`src/rtl/snn_io_ctrl.sv`:
```
// Sequencer between the UART and the SNN core: it unpacks a 98-byte binary
// image into the 1-bit input RAM, starts the core and sends back the digit as ASCII.
module snn_io_ctrl #(
  parameter int          NUM_BYTES  = 98,
  parameter logic [7:0]  ASCII_BASE = 8'h30
) (
  input  logic       clk,
  input  logic       rst_n,
  input  logic       rx_rdy,
  input  logic [7:0] rx_data,
  output logic       rx_clr_rdy,
  output logic       ram_we,
  output logic [9:0] ram_addr,
  output logic       ram_data,
  input  logic [9:0] core_addr,
  output logic       core_start,
  input  logic       core_done,
  input  logic [3:0] core_digit,
  output logic       tx_start,
  output logic [7:0] tx_data,
  input  logic       tx_done,
  output logic [3:0] digit_out,
  output logic       busy
);

  typedef enum logic [2:0] {
    S_RX_WAIT   = 3'd0,
    S_UNPACK    = 3'd1,
    S_START     = 3'd2,
    S_WAIT_CORE = 3'd3,
    S_TX        = 3'd4,
    S_TX_WAIT   = 3'd5
  } state_t;

  localparam logic [6:0] LAST_BYTE = 7'(NUM_BYTES - 1);

  state_t     state_q, state_d;
  logic [6:0] byte_cnt_q, byte_cnt_d;
  logic [2:0] bit_cnt_q, bit_cnt_d;
  logic [9:0] wr_addr_q, wr_addr_d;
  logic [7:0] shift_q, shift_d;
  logic [3:0] digit_q, digit_d;
  logic [7:0] tx_data_q, tx_data_d;

  // State and datapath registers with synchronous active-low reset
  always_ff @(posedge clk) begin
    if (!rst_n) begin
      state_q    <= S_RX_WAIT;
      byte_cnt_q <= 7'd0;
      bit_cnt_q  <= 3'd0;
      wr_addr_q  <= 10'd0;
      shift_q    <= 8'd0;
      digit_q    <= 4'd0;
      tx_data_q  <= 8'd0;
    end else begin
      state_q    <= state_d;
      byte_cnt_q <= byte_cnt_d;
      bit_cnt_q  <= bit_cnt_d;
      wr_addr_q  <= wr_addr_d;
      shift_q    <= shift_d;
      digit_q    <= digit_d;
      tx_data_q  <= tx_data_d;
    end
  end

  // Next-state, datapath updates and strobe decode
  always_comb begin
    state_d    = state_q;
    byte_cnt_d = byte_cnt_q;
    bit_cnt_d  = bit_cnt_q;
    wr_addr_d  = wr_addr_q;
    shift_d    = shift_q;
    digit_d    = digit_q;
    tx_data_d  = tx_data_q;
    rx_clr_rdy = 1'b0;
    ram_we     = 1'b0;
    ram_addr   = core_addr;
    ram_data   = 1'b0;
    core_start = 1'b0;
    tx_start   = 1'b0;

    case (state_q)
      S_RX_WAIT: begin
        if (rx_rdy) begin
          shift_d    = rx_data;
          rx_clr_rdy = 1'b1;
          state_d    = S_UNPACK;
        end else begin
          state_d    = S_RX_WAIT;
        end
      end
      S_UNPACK: begin
        ram_we    = 1'b1;
        ram_addr  = wr_addr_q;
        ram_data  = shift_q[0];
        shift_d   = shift_q >> 1;
        bit_cnt_d = bit_cnt_q + 3'd1;
        // The final pixel leaves wr_addr at 783; START clears it.
        if (bit_cnt_q == 3'd7) begin
          byte_cnt_d = byte_cnt_q + 7'd1;
          if (byte_cnt_q == LAST_BYTE) begin
            state_d = S_START;
          end else begin
            wr_addr_d = wr_addr_q + 10'd1;
            state_d   = S_RX_WAIT;
          end
        end else begin
          wr_addr_d = wr_addr_q + 10'd1;
        end
      end
      S_START: begin
        core_start = 1'b1;
        wr_addr_d  = 10'd0;
        byte_cnt_d = 7'd0;
        state_d    = S_WAIT_CORE;
      end
      S_WAIT_CORE: begin
        if (core_done) begin
          digit_d   = core_digit;
          tx_data_d = ASCII_BASE + {4'd0, core_digit};
          state_d   = S_TX;
        end else begin
          state_d   = S_WAIT_CORE;
        end
      end
      S_TX: begin
        tx_start = 1'b1;
        state_d  = S_TX_WAIT;
      end
      S_TX_WAIT: begin
        if (tx_done) begin
          state_d = S_RX_WAIT;
        end else begin
          state_d = S_TX_WAIT;
        end
      end
      default: begin
        state_d = S_RX_WAIT;
      end
    endcase
  end

  assign tx_data   = tx_data_q;
  assign digit_out = digit_q;
  assign busy      = (state_q != S_RX_WAIT);

endmodule

```
`config.mk`:
```
export PLATFORM = sky130hd
export DESIGN_NAME = snn_io_ctrl
export DESIGN_NICKNAME = d
export VERILOG_FILES = /design/src/rtl/snn_io_ctrl.sv
export SDC_FILE = /design/constraint.sdc
export NUM_CORES = 1
export LEC_CHECK = 0
export CORE_MARGIN = 2
export CORE_UTILIZATION = 65
export CTS_BUF_LIST = sky130_fd_sc_hd__clkbuf_16
export DETAILED_ROUTE_END_ITERATION = 16
export DONT_BUFFER_PORTS = 1
export PLACE_DENSITY = 0.89
export SETUP_SLACK_MARGIN = 0.3
export SLEW_MARGIN = 20
export SYNTH_ARGS = -nofsm -noshare
export SYNTH_HDL_FRONTEND = slang
export SYNTH_SLANG_ARGS = --single-unit
export TNS_END_PERCENT = 100
```
`constraint.sdc`:
```
create_clock -name clk -period 3.6 [get_ports clk]
set_input_delay 0.54 -clock clk [delete_from_list [all_inputs] [get_ports clk]]
set_output_delay 0.54 -clock clk [all_outputs]
set_load 0.005 [all_outputs]
```
==> flow_metrics.tcl <==
set metrics [dict create \
    setup_ws_ps 1330 \
    fin_nets 255 \
    cts_tree "done" \
    r2r_slack_ps 1670 \
    synth_area_um2 1900 \
    start_util 0.688 \
    yosysSeqAreaShare 0.380 \
    vias 1460 \
    drtIter0Drc 40 \
    grt_pass1_wl_mm 5.61 \
    synth.avg_cell_area_um2 8.14 \
    wl_per_cell_um 13.4 \
    synth_largest_area_cell "dfxtp_1" \
    worstPathCellList "or3b_1, buf_4, nand2_1, nand2_1" \
    mostFrequentLayoutCells "nand2_1 (59), dfxtp_1 (36), nor2_1 (16)" \
    drv_cap 0 \
    slew_viol_final 0 \
    criticalPathCategory "reg2out" \
    fin_crit_ps 2270 \
    skew_ps 4.64 \
    grt_pass1_vias 1243 \
    fin_cells 255 \
    cts_num_sinks 36 \
    cp_data_required_time_ps 3060 \
    finalCritPeriodShare 0.632 \
    synth_cell_types 44 \
    whs_path_depth 2 \
    synth_edf_count 0 \
    vdd_ir_drop_max_uv 491 \
    core_area_um2 2760 \
    port_buffers 0 \
    cts_resized 0 \
    grt_remaining_overflow 0 \
    grt_max_degree 34 \
    ys_seq_elements 36 \
    p_leak_uw 0.000815 \
    die_h_um 58.0 \
    placed_cells 247 \
    synth_top_area_frac 0.380 \
    gpl.final_weighted_congestion 0.777 \
    hold_violations 0 \
    pin_count 55 \
    remaining_drc_errors 0 \
    rsz0062_at_grt "no" \
    multi_input_comb_area_um2 1030 \
    cts.path.max_buffers 2 \
    rr_endpoint "wr_addr_q[1]" \
    r2r-start "state_q[0]" \
    track_usage 0.221 \
    r2r.worst_path.cells 5 \
    tns_ps 0 \
    cts_hold_buf 0 \
    antenna_cells 0 \
    htree_levels 2 \
    cp-end-kind "output port" \
    crit_path_start_kind "register" \
    cpMaxStageDelayCell "or3b_1" \
    whs_endpoint "shift_q[7]" \
    clk_pin_slew_worst_paths_ps 50 \
    hp-start "rst_n" \
    die_w_um 58.0 \
    ff_latch_area_um2 721 \
    final_common_cell "nand2_1" \
    fillers 209 \
    clock-root-buffer "clkbuf_16" \
    num_rows 19 \
    yosysWarnings 0 \
    synthArstFlopShare 0 \
    status "completed" \
    cp.arrival_ps 1730 \
    synthCells 233 \
    syn2layout_area_growth_pct 4.16 \
    place_hpwl_mm 2.31 \
    synthFlopType "dfxtp_1" \
    synthTopCellsByArea "dfxtp_1 (38%), nand2_1 (12%), xor2_1 (3.7%)" \
    layout-drive-gt1-share 0.0714 \
    worst_pin_slew_ps 544 \
    p_per_area_nw_per_um2 454 \
    finalSetupViolations 0 \
    via_per_inst 5.73 \
    grt_antenna_before_repair 0 \
    crit_path_max_fanout 33 \
    die-area_um2 3370 \
    hp-class "in2reg" \
    post_cts_buffers 0 \
    slowest_delay_ps 500 \
    antenna_left 0 \
    power_uw 897 \
    drt_first_pass_iters 4 \
    routed_wl_mm 3.42 \
    clk_latency_ps 280 \
    relSlewSlack 0.637 \
    timing.fmax_mhz 440 \
    cp_common_cell "nand2_1" \
    preCtsSetupSlack_ps 1630 \
    cts_buffers 5 \
]
-- power breakdown --
group	switching, µW	total [µW]	internal [µW]
logic	42.8	67.3	24.5
registers	10.8	424	413
clock network	155	406	251
total	209	897	688
-- worst max-delay path: cells and delay by family, from the launching register on --
| family | cells | cell delay [ps] |
|---|---|---|
| buffers and inverters | 1 | 290 |
| flip-flops | 1 | 490 |
| AND/OR/NAND/NOR | 3 | 680 |
-- state kept, by name, summed over array words and instances, names as in the netlist --
register,cells
state_q,3
byte_cnt_q,7
tx_data,2
wr_addr_q,10
bit_cnt_q,3
digit_out,3
shift_q,8
-- kinds of logic after synthesis --
logic type	synth area share
other	0.00198
multiplexers	0.0264
buffers and inverters	0.0785
flip-flops	0.380
AO/OA/AOI/OAI	0.134
XOR/XNOR	0.0693
AND/OR/NAND/NOR	0.277
adder cells (fa/ha/maj)	0.0330
-- worst max path at each step --
stage,startpoint,end,slack (ps),depth (start not counted)
after floorplan,state_q[2],ram_addr[6],1710,6
after global placement,state_q[0],ram_addr[6],1660,4
after detailed placement,state_q[0],ram_addr[9],1630,4
after CTS,state_q[0],ram_addr[9],1330,4
after global routing,state_q[0],ram_addr[3],1250,4
final,state_q[0],ram_addr[9],1330,4
-- stage by stage --
step | hold slack (ps) | area [µm²] | utilization
after floorplan | 429 | 1900 | -
final | 373 | 1980 | 0.716
after global placement | 439 | 1840 | 0.666
after detailed placement | 441 | 1840 | 0.666
after CTS | 374 | 1980 | 0.716
after global routing | 386 | 1980 | 0.716
-- cell type report --
type,instances,area share
Inverter,7,0.0196
Clock buffer,5,0.0633
Tap cell,31,0.0196
Multi-Input combinational cell,172,0.522
Sequential cell,36,0.365
Clock inverter,3,0.00697
Timing Repair Buffer,1,0.00380
-- cell usage after synthesis, types with 6 or more instances --
cell       n
dfxtp_1   36
buf_4      7
xor2_1     8
nand2_1   59
a31oi_1    7
clkbuf_1   6
nor2b_1    6
nor2_1    16
nand3_1    6
o21ai_0    9
xnor2_1    7
-- metal layers --
layer,track usage,share of wire
met5,0,0
met4,0.110,0.018
met3,0.0759,0.068
met2,0.330,0.45
met1,0.286,0.46
Power figures use the tool's default switching activity.
